==> src/rtl/lobinho_pkg.sv <==
// Shared definitions for the werewolf (lobinho) game-state datapath:
// role codes, game phases and default sizing.
package lobinho_pkg;

    localparam int N_JOG_PADRAO          = 5;
    localparam int W_IDX_PADRAO          = 3;
    localparam int MORTES_VITORIA_PADRAO = 3;

    localparam logic [1:0] CLASSE_ALDEAO = 2'd0;
    localparam logic [1:0] CLASSE_LOBO   = 2'd1;
    localparam logic [1:0] CLASSE_MEDICO = 2'd2;

    typedef enum logic [1:0] {
        FASE_OCIOSO    = 2'd0,
        FASE_NOITE     = 2'd1,
        FASE_RESOLVIDA = 2'd2,
        FASE_VOTACAO   = 2'd3
    } fase_t;

endpackage

==> src/rtl/atribui_classes.sv <==
// Maps the 8-bit seed to wolf and doctor indices. Purely combinational; the
// parent registers the result when the seed strobe arrives.
module atribui_classes
    import lobinho_pkg::*;
#(
    parameter int N_JOG = N_JOG_PADRAO,
    parameter int W_IDX = W_IDX_PADRAO
) (
    input  logic [7:0]       seed,
    output logic [W_IDX-1:0] lobo_idx,
    output logic [W_IDX-1:0] medico_idx
);

    localparam logic [7:0]       N8      = 8'(N_JOG);
    localparam logic [W_IDX-1:0] ULTIMO  = W_IDX'(N_JOG - 1);

    always_comb begin
        lobo_idx   = W_IDX'(seed % N8);
        medico_idx = W_IDX'((seed / N8) % N8);
        // The doctor may never share the wolf's seat; bump to the next player.
        if (medico_idx == lobo_idx) begin
            medico_idx = (lobo_idx == ULTIMO) ? '0 : lobo_idx + 1'b1;
        end
    end

endmodule

==> src/rtl/estado_jogadores.sv <==
// Game-state datapath for the werewolf game: roles, alive mask, night targets,
// the day vote and the status flags returned to the control unit.
module estado_jogadores
    import lobinho_pkg::*;
#(
    parameter int N_JOG          = N_JOG_PADRAO,
    parameter int W_IDX          = W_IDX_PADRAO,
    parameter int MORTES_VITORIA = MORTES_VITORIA_PADRAO
) (
    input  logic             clock,
    input  logic             reset,
    input  logic             rst_global,
    input  logic [7:0]       seed,
    input  logic             e_seed_reg,
    input  logic [W_IDX-1:0] jogador_atual,
    input  logic             processar_acao,
    input  logic             passa,
    input  logic [W_IDX-1:0] alvo,
    input  logic             avaliar_eliminacao,
    input  logic             voto,
    input  logic             morra,
    output logic             jogador_vivo,
    output logic [1:0]       classe_atual,
    output logic [N_JOG-1:0] vivos,
    output logic             morte_valida,
    output logic [W_IDX-1:0] morte_idx,
    output logic             votou,
    output logic             acertou,
    output logic             sinal_lobo_ganhou
);

    localparam int                  W_MORTES    = $clog2(N_JOG + 1);
    localparam int                  N_SLOTS     = 2 ** W_IDX;
    localparam logic [W_IDX:0]      LIMITE      = (W_IDX + 1)'(N_JOG);
    localparam logic [W_MORTES-1:0] MORTES_MAX  = W_MORTES'(N_JOG);
    localparam logic [W_MORTES-1:0] MORTES_LOBO = W_MORTES'(MORTES_VITORIA);

    fase_t               fase_reg, fase_next;
    logic [N_JOG-1:0]    vivos_reg, vivos_next;
    logic [W_MORTES-1:0] mortes_reg, mortes_next;
    logic [W_IDX-1:0]    lobo_idx_reg, lobo_idx_next;
    logic [W_IDX-1:0]    medico_idx_reg, medico_idx_next;
    logic [W_IDX-1:0]    alvo_lobo_reg, alvo_lobo_next;
    logic [W_IDX-1:0]    alvo_medico_reg, alvo_medico_next;
    logic [W_IDX-1:0]    voto_idx_reg, voto_idx_next;
    logic [W_IDX-1:0]    morte_idx_reg, morte_idx_next;
    logic                alvo_lobo_valid_reg, alvo_lobo_valid_next;
    logic                votou_reg, votou_next;
    logic                morte_valida_reg, morte_valida_next;
    logic                lobo_ganhou_reg, lobo_ganhou_next;

    logic [W_IDX-1:0]    seed_lobo, seed_medico;
    logic [N_SLOTS-1:0]  vivo_pad;
    logic [1:0]          classe_de [N_SLOTS];
    logic                alvo_ok, e_lobo, e_medico, acao, mata_noite, pode_votar;
    logic                mata_dia, conta_morte;

    atribui_classes #(
        .N_JOG(N_JOG),
        .W_IDX(W_IDX)
    ) u_atribui_classes (
        .seed      (seed),
        .lobo_idx  (seed_lobo),
        .medico_idx(seed_medico)
    );

    // Pad per-player views to the full index range so out-of-range indices read as 0.
    genvar gi;
    for (gi = 0; gi < N_SLOTS; gi++) begin : g_jog
        if (gi < N_JOG) begin : g_valido
            assign vivo_pad[gi]  = vivos_reg[gi];
            assign classe_de[gi] = (W_IDX'(gi) == lobo_idx_reg)   ? CLASSE_LOBO   :
                                   (W_IDX'(gi) == medico_idx_reg) ? CLASSE_MEDICO :
                                                                    CLASSE_ALDEAO;
        end else begin : g_fora
            assign vivo_pad[gi]  = 1'b0;
            assign classe_de[gi] = CLASSE_ALDEAO;
        end
    end

    assign jogador_vivo      = vivo_pad[jogador_atual];
    assign classe_atual      = classe_de[jogador_atual];
    assign vivos             = vivos_reg;
    assign morte_valida      = morte_valida_reg;
    assign morte_idx         = morte_idx_reg;
    assign votou             = votou_reg;
    assign acertou           = votou_reg && (voto_idx_reg == lobo_idx_reg);
    assign sinal_lobo_ganhou = lobo_ganhou_reg;

    always_comb begin
        alvo_ok    = ({1'b0, alvo} < LIMITE);
        acao       = processar_acao && passa &&
                     (fase_reg == FASE_OCIOSO || fase_reg == FASE_NOITE);
        e_lobo     = (jogador_atual == lobo_idx_reg) && vivo_pad[lobo_idx_reg];
        e_medico   = (jogador_atual == medico_idx_reg) && vivo_pad[medico_idx_reg];
        // A dead doctor's last target no longer protects anyone.
        mata_noite = alvo_lobo_valid_reg && vivo_pad[alvo_lobo_reg] &&
                     !(vivo_pad[medico_idx_reg] && (alvo_lobo_reg == alvo_medico_reg));
        pode_votar = voto && passa && alvo_ok && vivo_pad[alvo];
        mata_dia   = (fase_reg == FASE_VOTACAO) && morra && !avaliar_eliminacao;
    end

    always_comb begin
        fase_next = fase_reg;
        case (fase_reg)
            FASE_OCIOSO:    if (processar_acao)     fase_next = FASE_NOITE;
            FASE_NOITE:     if (avaliar_eliminacao) fase_next = FASE_RESOLVIDA;
            FASE_RESOLVIDA: if (voto)               fase_next = FASE_VOTACAO;
            FASE_VOTACAO:   if (mata_dia || (!voto && acertou)) fase_next = FASE_OCIOSO;
            default:        fase_next = FASE_OCIOSO;
        endcase
    end

    always_comb begin
        vivos_next           = vivos_reg;
        mortes_next          = mortes_reg;
        lobo_idx_next        = lobo_idx_reg;
        medico_idx_next      = medico_idx_reg;
        alvo_lobo_next       = alvo_lobo_reg;
        alvo_medico_next     = alvo_medico_reg;
        alvo_lobo_valid_next = alvo_lobo_valid_reg;
        voto_idx_next        = voto_idx_reg;
        votou_next           = votou_reg;
        morte_valida_next    = morte_valida_reg;
        morte_idx_next       = morte_idx_reg;
        lobo_ganhou_next     = (mortes_reg >= MORTES_LOBO);
        conta_morte          = 1'b0;

        if (e_seed_reg) begin
            lobo_idx_next   = seed_lobo;
            medico_idx_next = seed_medico;
        end

        if (fase_reg == FASE_OCIOSO && processar_acao) begin
            alvo_lobo_valid_next = 1'b0;
        end
        if (acao && alvo_ok) begin
            if (e_lobo) begin
                alvo_lobo_next       = alvo;
                alvo_lobo_valid_next = 1'b1;
            end
            if (e_medico) begin
                alvo_medico_next = alvo;
            end
        end

        if (fase_reg == FASE_NOITE && avaliar_eliminacao) begin
            if (mata_noite) begin
                vivos_next[alvo_lobo_reg] = 1'b0;
                conta_morte               = 1'b1;
                morte_valida_next         = 1'b1;
                morte_idx_next            = alvo_lobo_reg;
            end else begin
                morte_valida_next = 1'b0;
            end
        end

        if (fase_reg == FASE_RESOLVIDA && voto) begin
            votou_next = 1'b0;
        end
        if (fase_reg == FASE_VOTACAO && pode_votar) begin
            voto_idx_next = alvo;
            votou_next    = 1'b1;
        end
        if (mata_dia) begin
            vivos_next[voto_idx_reg] = 1'b0;
            conta_morte              = vivo_pad[voto_idx_reg];
            votou_next               = 1'b0;
        end

        if (conta_morte && (mortes_reg < MORTES_MAX)) begin
            mortes_next = mortes_reg + 1'b1;
        end
    end

    always_ff @(posedge clock) begin
        if (reset || rst_global) begin
            fase_reg            <= FASE_OCIOSO;
            vivos_reg           <= '1;
            mortes_reg          <= '0;
            lobo_idx_reg        <= '0;
            medico_idx_reg      <= W_IDX'(1);
            alvo_lobo_reg       <= '0;
            alvo_medico_reg     <= '0;
            alvo_lobo_valid_reg <= 1'b0;
            voto_idx_reg        <= '0;
            votou_reg           <= 1'b0;
            morte_valida_reg    <= 1'b0;
            morte_idx_reg       <= '0;
            lobo_ganhou_reg     <= 1'b0;
        end else begin
            fase_reg            <= fase_next;
            vivos_reg           <= vivos_next;
            mortes_reg          <= mortes_next;
            lobo_idx_reg        <= lobo_idx_next;
            medico_idx_reg      <= medico_idx_next;
            alvo_lobo_reg       <= alvo_lobo_next;
            alvo_medico_reg     <= alvo_medico_next;
            alvo_lobo_valid_reg <= alvo_lobo_valid_next;
            voto_idx_reg        <= voto_idx_next;
            votou_reg           <= votou_next;
            morte_valida_reg    <= morte_valida_next;
            morte_idx_reg       <= morte_idx_next;
            lobo_ganhou_reg     <= lobo_ganhou_next;
        end
    end

endmodule

==> config.mk <==
export PLATFORM = sky130hd
export DESIGN_NAME = estado_jogadores
export DESIGN_NICKNAME = d
export VERILOG_FILES = /design/src/rtl/lobinho_pkg.sv /design/src/rtl/atribui_classes.sv /design/src/rtl/estado_jogadores.sv
export SDC_FILE = /design/constraint.sdc
export NUM_CORES = 1
export LEC_CHECK = 0
export CORE_MARGIN = 4
export CORE_UTILIZATION = 59
export CTS_CLUSTER_DIAMETER = 40
export DETAILED_ROUTE_END_ITERATION = 7
export PLACE_DENSITY = 0.82
export SLEW_MARGIN = 20
export SYNTH_ARGS = -nofsm -noshare
export SYNTH_HDL_FRONTEND = slang
export SYNTH_SLANG_ARGS = --single-unit
==> constraint.sdc <==
create_clock -name clock -period 8.9 [get_ports clock]
set_clock_uncertainty 0.1 [all_clocks]
set_input_delay 1.335 -clock clock [delete_from_list [all_inputs] [get_ports clock]]
set_output_delay 1.335 -clock clock [all_outputs]
set_load 0.01 [all_outputs]
# Yosys cells after proc, flatten, opt, wreduce, memory -nomap -nowiden
# Cells that the tools add are included.
# totals
reg_bits,32
out_inout_bits,15
elab_cells,140
# classes
add_sub_neg,2
div_mod_pow,3
magnitude_cmp,12
n_eq_ne,21
mux,47
bitwise,5
n_reduce_logical,37
# ops
operator,count
2-bit 2-to-1 mux,16
3-bit by 4-bit < comparator with 1-bit output (second input constant),6
1-bit logical AND,22
1-bit binary-select mux with 3-bit select,6
8-bit by 3-bit modulo with 8-bit output (second input constant),2
1-bit 2-to-1 mux,16
3-bit equality test,5
5-bit 2-to-1 mux,3
2-bit by 3-bit equality test with 1-bit output (first input constant),4
5-bit bitwise AND,2
5-bit inverter,2
8-bit by 3-bit divider with 8-bit output (second input constant),1
2-bit != test (second input constant),4
2-bit case mux with 4 select lines,1
3-bit by 1-bit adder with 3-bit output (second input constant),2
2-bit binary-select mux with 3-bit select,1
1-bit demux with 3-bit select,2
1-bit by 3-bit equality test with 1-bit output (first input constant),2
3-bit equality test (first input constant),2
3-bit by 1-bit >= comparator with 1-bit output (second input constant),2
3-bit logical NOT,2
3-bit < comparator (second input constant),2
3-bit 2-to-1 mux,2
2-bit AND reduction,3
12 further kinds,17

# Longest topological paths before layout
# Gate-level depths: netlist (run 1).
# depth
ltp_word,10
mapped_depth,38

# By module
# Synthesis (run 1) repeated with hierarchy kept, for this count alone.
# unflattened
hier_cells,503
area_unflattened_um2,4001.3
# modules_own_cells
mod,n_inst,cells_per_inst,area_each_um2,seq_area_each_um2
atribui_classes,1,284,2039.5,0.0
estado_jogadores,1,219,1961.9,640.6

# Least setup slack after synthesis (run 1)
# No wires, ideal clock.
# synth_timing
path_type,input -> register
from,input seed[4]
to,register medico_idx_reg[0]
setup_ps,120
t_arrival_ps,7988
required_time_ps,8680
slack_ps,693
cell_stages,37
n_path_buf,4
cell_sequence,buf_2 > buf_2 > clkbuf_1 > buf_1 > nor2_1 > a32oi_1 > o21ai_0 > o21ai_0 > o21a_1 > ha_1 > inv_1 > o221ai_1 > o2111ai_2 > a31oi_4 > a32oi_4 > xnor2_1 > ha_1 > nor2b_1 > o2111a_1 > a21oi_1 > a21oi_1 > ha_1 > and4b_1 > nor2_1 > xnor2_1 > ha_1 > a211o_1 > nand2_1 > nand3_1 > nor2_2 > xnor2_1 > ha_1 > or4_1 > mux2_2 > o2111ai_4 > a21oi_2 > a211o_1
# synth_via
elab_chain_len,4
# synth_lines
item,line,text
start: declaration,estado_jogadores.sv:13,"input logic [7:0] seed,"
8-bit by 3-bit divider with 8-bit output or 8-bit by 3-bit modulo with 8-bit output (tied branches),"atribui_classes.sv:19, atribui_classes.sv:18",
"8-bit by 3-bit modulo with 8-bit output, or another cell as far along",atribui_classes.sv:19,medico_idx = W_IDX'((seed / N8) % N8);
3-bit equality test or 3-bit 2-to-1 mux (tied branches),"atribui_classes.sv:21, atribui_classes.sv:22",
3-bit 2-to-1 mux (*),atribui_classes.sv:21,if (medico_idx == lobo_idx) begin
end signal: assignment,estado_jogadores.sv:196,medico_idx_reg <= medico_idx_next;
end: declaration,estado_jogadores.sv:42,"logic [W_IDX-1:0] medico_idx_reg, medico_idx_next;"
# Every way passes the cells marked *; elsewhere a longest branch is shown, timed or not.
# A chain may end at the register's enable or synchronous reset.

# Worst setup path after layout (run 1)
# layout_timing
from,input seed[3]
to,register medico_idx_reg[0]
# Same word-level chain as after synthesis.

==> flow_summary.toml, run 1 <==
[power]
peakVddDrop_mv = 0.142
p_sw_share_pct = 40.3
finalPower_mw = 0.647
power_switching_mw = 0.261
power_frac_seq_pct = 24.2
power.share.clock_pct = 21.6
leakage_nw = 1.73
p_int_mw = 0.386
comb_power_share_pct = 54.3
p_per_area_nw_per_um2 = 146

[sta]
worst_slew_pin_slew_ps = 774
hold_viol = 0
finalCriticalPeriod_ps = 8400
final-setup-viol-count = 0
finalMaxSlewViolations = 0
max_freq_mhz = 119
holdWs_ps = 358
period_share_pct = 94.4
relSlewSlack_pct = 48.0

[critical_path]
r2r-start = "medico_idx_reg[0]"
critical_path_peak_fanout = 21
cp-start-kind = "input port"
cp-startpoint = "seed[3]"
end_kind = "flop"
critPathKind = "input port to flop"
cp_slowest_stage_delay_ps = 560
critPathMostFrequentCell = "ha_1"
crit_arrival_ps = 8480
crit_slowest_cell = "clkdlybuf4s50_1"
critPathRequiredTime_ps = 8980

[final_layout]
final_cell_area_um2 = 4450
antenna_cells = 0
seqCellArea_um2 = 641
drive_gt1_share_pct = 10.7
nets = 595
instances_no_fill = 630
fillers = 531
final_core_util_pct = 69.6
largest_register_ffs = 5
multiInputGateArea_um2 = 3030
area_growth_pct = 14.0

[yosys]
synth_seq_cells = 32
synth_area_leaders = "dfxtp_1 16%, ha_1 6.4%, nand2_1 5.7%"
ys_warn_count = 0
synth_top_flop_cell = "dfxtp_1"
synth.yosys.seq_area_share_pct = 16.4
syn_nets = 574
synth_top_cell_by_area = "dfxtp_1"
synth-edff-count = 0
synth_cell_types = 89
synthCells = 531
syn_area_per_cell_um2 = 7.35
synthArstFlopShare_pct = 0
synth.cell_area_um2 = 3900
synth_top_area_share_pct = 16.4

[floorplan]
die-area_um2 = 7980
io_pins = 38
placement_rows = 29
core_area_um2 = 6390
die_x_um = 89.3
fp.dieH_um = 89.3
initial_core_util_pct = 61.1

[cts]
ctsHoldBuffers = 0
cts_tree = "done"
clk_pin_slew_ps = 70
cts_buffer_depth = 2
cts.sinks = 32
cts_max_level = 2
cts_setup_buffers = 0
cts_resized = 0
numCtsBuffers = 5
insertion_delay_ps = 290
root_buffer = "clkbuf_8"

[detailed_routing]
wl_per_cell_um = 15.7
wl_um = 9910
route.vias.total = 4004
post-route-drc-count = 0
firstDrtPassIters = 5
ant_nets = 0
via_per_inst = 6.36
drtIter0Drc = 309

[global_routing]
grt_use_total_pct = 25.0
antenna_found_initial = 0
grt-ovfl-total = 0
grt_pass1_vias = 3549
grt_max_degree = 27
grt_pass1_wl_um = 16300

[place]
place_area_um2 = 4310
globalplace.congestion = 0.943
dp_hpwl_um = 7450
numPortBuffers = 37
placed_cells = 622

[worst_hold_path]
hold_path.class = "flop to flop"
min_from = "morte_idx[0]"

[job]
cap_violations = 0

[status]
status = "finished, final reports clean"
-- kinds of logic after synthesis --
kind of cell,synth area share (%)
mux,7.47
xor+xnor,5.97
fa+ha+maj,6.41
simple gates,26.3
compound gates,30.9
flops,16.4
buf+inv,6.54
-- final timing paths --
kind                  endpoint  slack (ps)  cells past startpoint
max          medico_idx_reg[0]         500                     33
min reg2reg       morte_idx[0]         360                      2
max reg2reg           vivos[4]        6280                      8
min               morte_idx[0]         360                      2
-- synth_stat cells, drive strengths merged, types with 11 or more instances --
| library cell | number |
|---|---|
| nand2 | 60 |
| nor2 | 54 |
| o21ai | 40 |
| dfxtp | 32 |
| a21oi | 28 |
| inv | 24 |
| clkbuf | 20 |
| ha | 20 |
| mux2i | 19 |
| xnor2 | 18 |
| buf | 17 |
| nor3 | 13 |
| nor2b | 11 |
-- routing by layer --
metal	part of all wire [%]	track usage, %
met1	46	35.0
met2	45	40.0
met3	7.0	4.06
met4	1.3	5.95
met5	0	0
-- cell type report --
type | instances | area share (%)
well taps | 77 | 2.17
flip-flops and latches | 32 | 14.4
inverters | 25 | 2.14
clock buffers | 5 | 1.55
multi-input cells | 437 | 68.0
repair buffers | 51 | 10.7
clock inverters | 3 | 0.957
-- power groups by stage --
stage / logic (mW) / registers [mW] / clock network, mW
global route: 0.392 / 0.157 / 0.149
finish: 0.351 / 0.157 / 0.140
floorplan: 0.277 / 0.155 / 0
global placement: 0.335 / 0.159 / 0
detailed placement: 0.341 / 0.159 / 0
CTS: 0.343 / 0.156 / 0.141
-- per-stage QoR --
| step | TNS [ps] | setup slack, ps |
|---|---|---|
| after floorplan | 0 | 693 |
| after global placement | 0 | 393 |
| after detailed placement | 0 | 71.3 |
| after CTS | 0 | 352 |
| after global routing | -27.2 | -27.2 |
| final | 0 | 502 |
-- layout by cell type, fill, tap and decap left out, drive strengths merged, types with 9 or more instances in the layout --
cell type       n
nor3           13
o21ai          40
nand2          60
nor2           54
ha             20
xnor2          18
mux2i          19
inv            24
buf            14
dfxtp          32
clkdlybuf4s50  36
nor2b          11
nand2b          9
a21oi          28
a31oi           9
nand3          10
-- critical path, delay by kind of cell --
kind                       cells  cell delay [ps]
AOI/OAI and AO/OA             13             2490
xor gates and xnor gates       3              470
adders and majority gates      5             1140
buffers and inverters          3              940
muxes                          1              300
and+or+nand+nor                8             1800
(Power assumes the default switching activity.)
==> run 2, diff against run 1 <==
- SYNTH_HIERARCHICAL: unset -> 1
==> run 2 against run 1 <==
Compared with the run above:
- routed wire length grew 17%
- setup slack lost 30 ps
- combinational power grew 19%
- fmax shrank 0.36%
- global-route usage grew 2.4 points
- largest cell class unchanged
==> flow_summary.toml, run 2 <==
[cts]
clk_pin_slew_ps = 70
cts.sinks = 32
root_buffer = "clkbuf_8"
cts_max_level = 2
numCtsBuffers = 5
cts_tree = "done"
cts_buffer_depth = 2
insertion_delay_ps = 290

[global_routing]
grt_pass1_wl_um = 19000
grt_max_degree = 25
grt_pass1_vias = 3936
grt_use_total_pct = 27.3
grt-ovfl-total = 0
antenna_found_initial = 0

[yosys]
synthAdderAreaFrac_pct = 6.79
synth_top_area_share_pct = 16.0
yosysMostFrequentCell = "nand2_1"
synth.cell_area_um2 = 4000
synth.yosys.seq_area_share_pct = 16.0
synth-edff-count = 0
synthXorXnorAreaFrac_pct = 5.38
synth_top_family_by_area = "compound AO/OA/AOI/OAI gates"
synth_compound_area_share_pct = 27.0
synth_seq_cells = 32
ys_top_cells_by_count = "51 x nand2_1, 44 x nor2_1, 32 x dfxtp_1, 32 x mux2i_1, 29 x inv_1"
synth_area_leaders = "dfxtp_1 16%, mux2i_1 8.0%, ha_1 6.3%"
syn_area_per_cell_um2 = 7.95
synth_cell_types = 99
muxShareOfSynthArea_pct = 11.0
synth_top_flop_cell = "dfxtp_1"
synthArstFlopShare_pct = 0
synthSimpleGateAreaFrac_pct = 24.9
synth_top_cell_by_area = "dfxtp_1"
ys_warn_count = 6
synthCells = 503
syn_nets = 546

[sta]
max_freq_mhz = 119
finalCriticalPeriod_ps = 8430
fin_tns_setup_ps = 0
hold_viol = 0
final-setup-viol-count = 0
rsz0062_at_grt = "false"
period_share_pct = 94.7
worst_slew_pin_slew_ps = 873
relSlewSlack_pct = 41.2
fin_ws_ps = 472
finalMaxSlewViolations = 0
holdWs_ps = 394

[detailed_routing]
via_per_inst = 6.47
ant_nets = 0
post-route-drc-count = 0
firstDrtPassIters = 5
wl_per_cell_um = 17.9
route.vias.total = 4184
drtIter0Drc = 430
wl_um = 11600

[place]
globalplace.congestion = 0.963
post-place-ws_ps = -361
numPortBuffers = 37
dp_hpwl_um = 8670

[critical_path]
cp-start-kind = "input port"
cp_slowest_stage_delay_ps = 550
critical_path_peak_fanout = 4
critPathRequiredTime_ps = 8960
end_kind = "flop"
critPathKind = "input port to flop"
crit_arrival_ps = 8490
crit_slowest_cell = "or4b_4"

[final_layout]
antenna_cells = 0
final_common_cell = "buf_4"
largest_register_ffs = 5
nets = 612
most-common-layout-cells = "53 x buf_4, 51 x nand2_1, 44 x nor2_1"
final_core_util_pct = 74.9
area_growth_pct = 20.8
drive_gt1_share_pct = 20.0

[power]
p_per_area_nw_per_um2 = 148
leakage_nw = 2.00
peakVddDrop_mv = 0.121
finalPower_mw = 0.715

[floorplan]
die-area_um2 = 8160
die_x_um = 90.4
initial_core_util_pct = 62.0
io_pins = 38
placement_rows = 29
fp.dieH_um = 90.4
core_area_um2 = 6460

[worst_hold_path]
hold_path.class = "flop to flop"

[status]
status = "finished, final reports clean"

[job]
cap_violations = 0
==> run 2: cell types whose count changed in the layout (fill, tap and decap cells not counted), sizes merged, moves of 6 or more <==
cell   previous run  this run
a21oi            28        18
nor2             54        45
o21ai            40        27
nand2            60        51
mux2i            19        32
inv              24        30
buf              14        56
==> run 2: where the power goes <==
| part | switching [mW] | internal [mW] |
|---|---|---|
| sequential | 0.00960 | 0.147 |
| combinational | 0.218 | 0.198 |
| clock | 0.0587 | 0.0828 |
==> run 2: path summary, 6_finish.rpt <==
path,to,start,depth (start not counted),slack [ps]
setup reg to reg,vivos[2],medico_idx_reg[1],6,6300
hold / removal,morte_valida,morte_valida,2,390
hold reg to reg,morte_valida,morte_valida,2,390
setup / recovery,medico_idx_reg[1],seed[7],37,470
==> run 2: area by class of cell <==
cell class              count  area, um2
well taps                  77       96.3
repair buffers             93        800
flip-flops and latches     32        641
fillers                   488       1620
clock buffers               5       68.8
multi-input cells         407       3070
clock inverters             3       42.5
inverters                  30        113
==> run 2: metal layers <==
| layer | global-route usage (%) | part of all wire (%) |
|---|---|---|
| met2 | 44.9 | 47 |
| met5 | 0 | 0 |
| met3 | 5.58 | 8.8 |
| met1 | 36.7 | 43 |
| met4 | 6.51 | 1.9 |
==> run 2: cells by family after synthesis <==
logic type / count (synthesis)
simple gates: 188
compound gates: 135
buf+inv: 64
mux: 39
flops: 32
xor+xnor: 23
fa+ha+maj: 22
==> run 2: worst max-delay path, delay by kind of cell <==
| kind | cells | cell delay, ps |
|---|---|---|
| AOI/OAI and AO/OA | 12 | 2480 |
| and+or+nand+nor | 9 | 1670 |
| adders and majority gates | 5 | 1110 |
| muxes | 4 | 940 |
| buffers and inverters | 5 | 580 |
| xor gates and xnor gates | 2 | 340 |
==> run 2: through the flow <==
stage	instance area [um2]	cells
floorplan	4010	503
global placement	4580	629
detailed placement	4580	629
CTS	4720	639
global route	4830	647
finish	4830	647
==> run 2: timing repair <==
action	CTS	global route
gates resized for setup	4	23
setup buffers	2	8
pin swaps	5	10
endpoints found under the setup margin	3	3
hold buffers	0	0
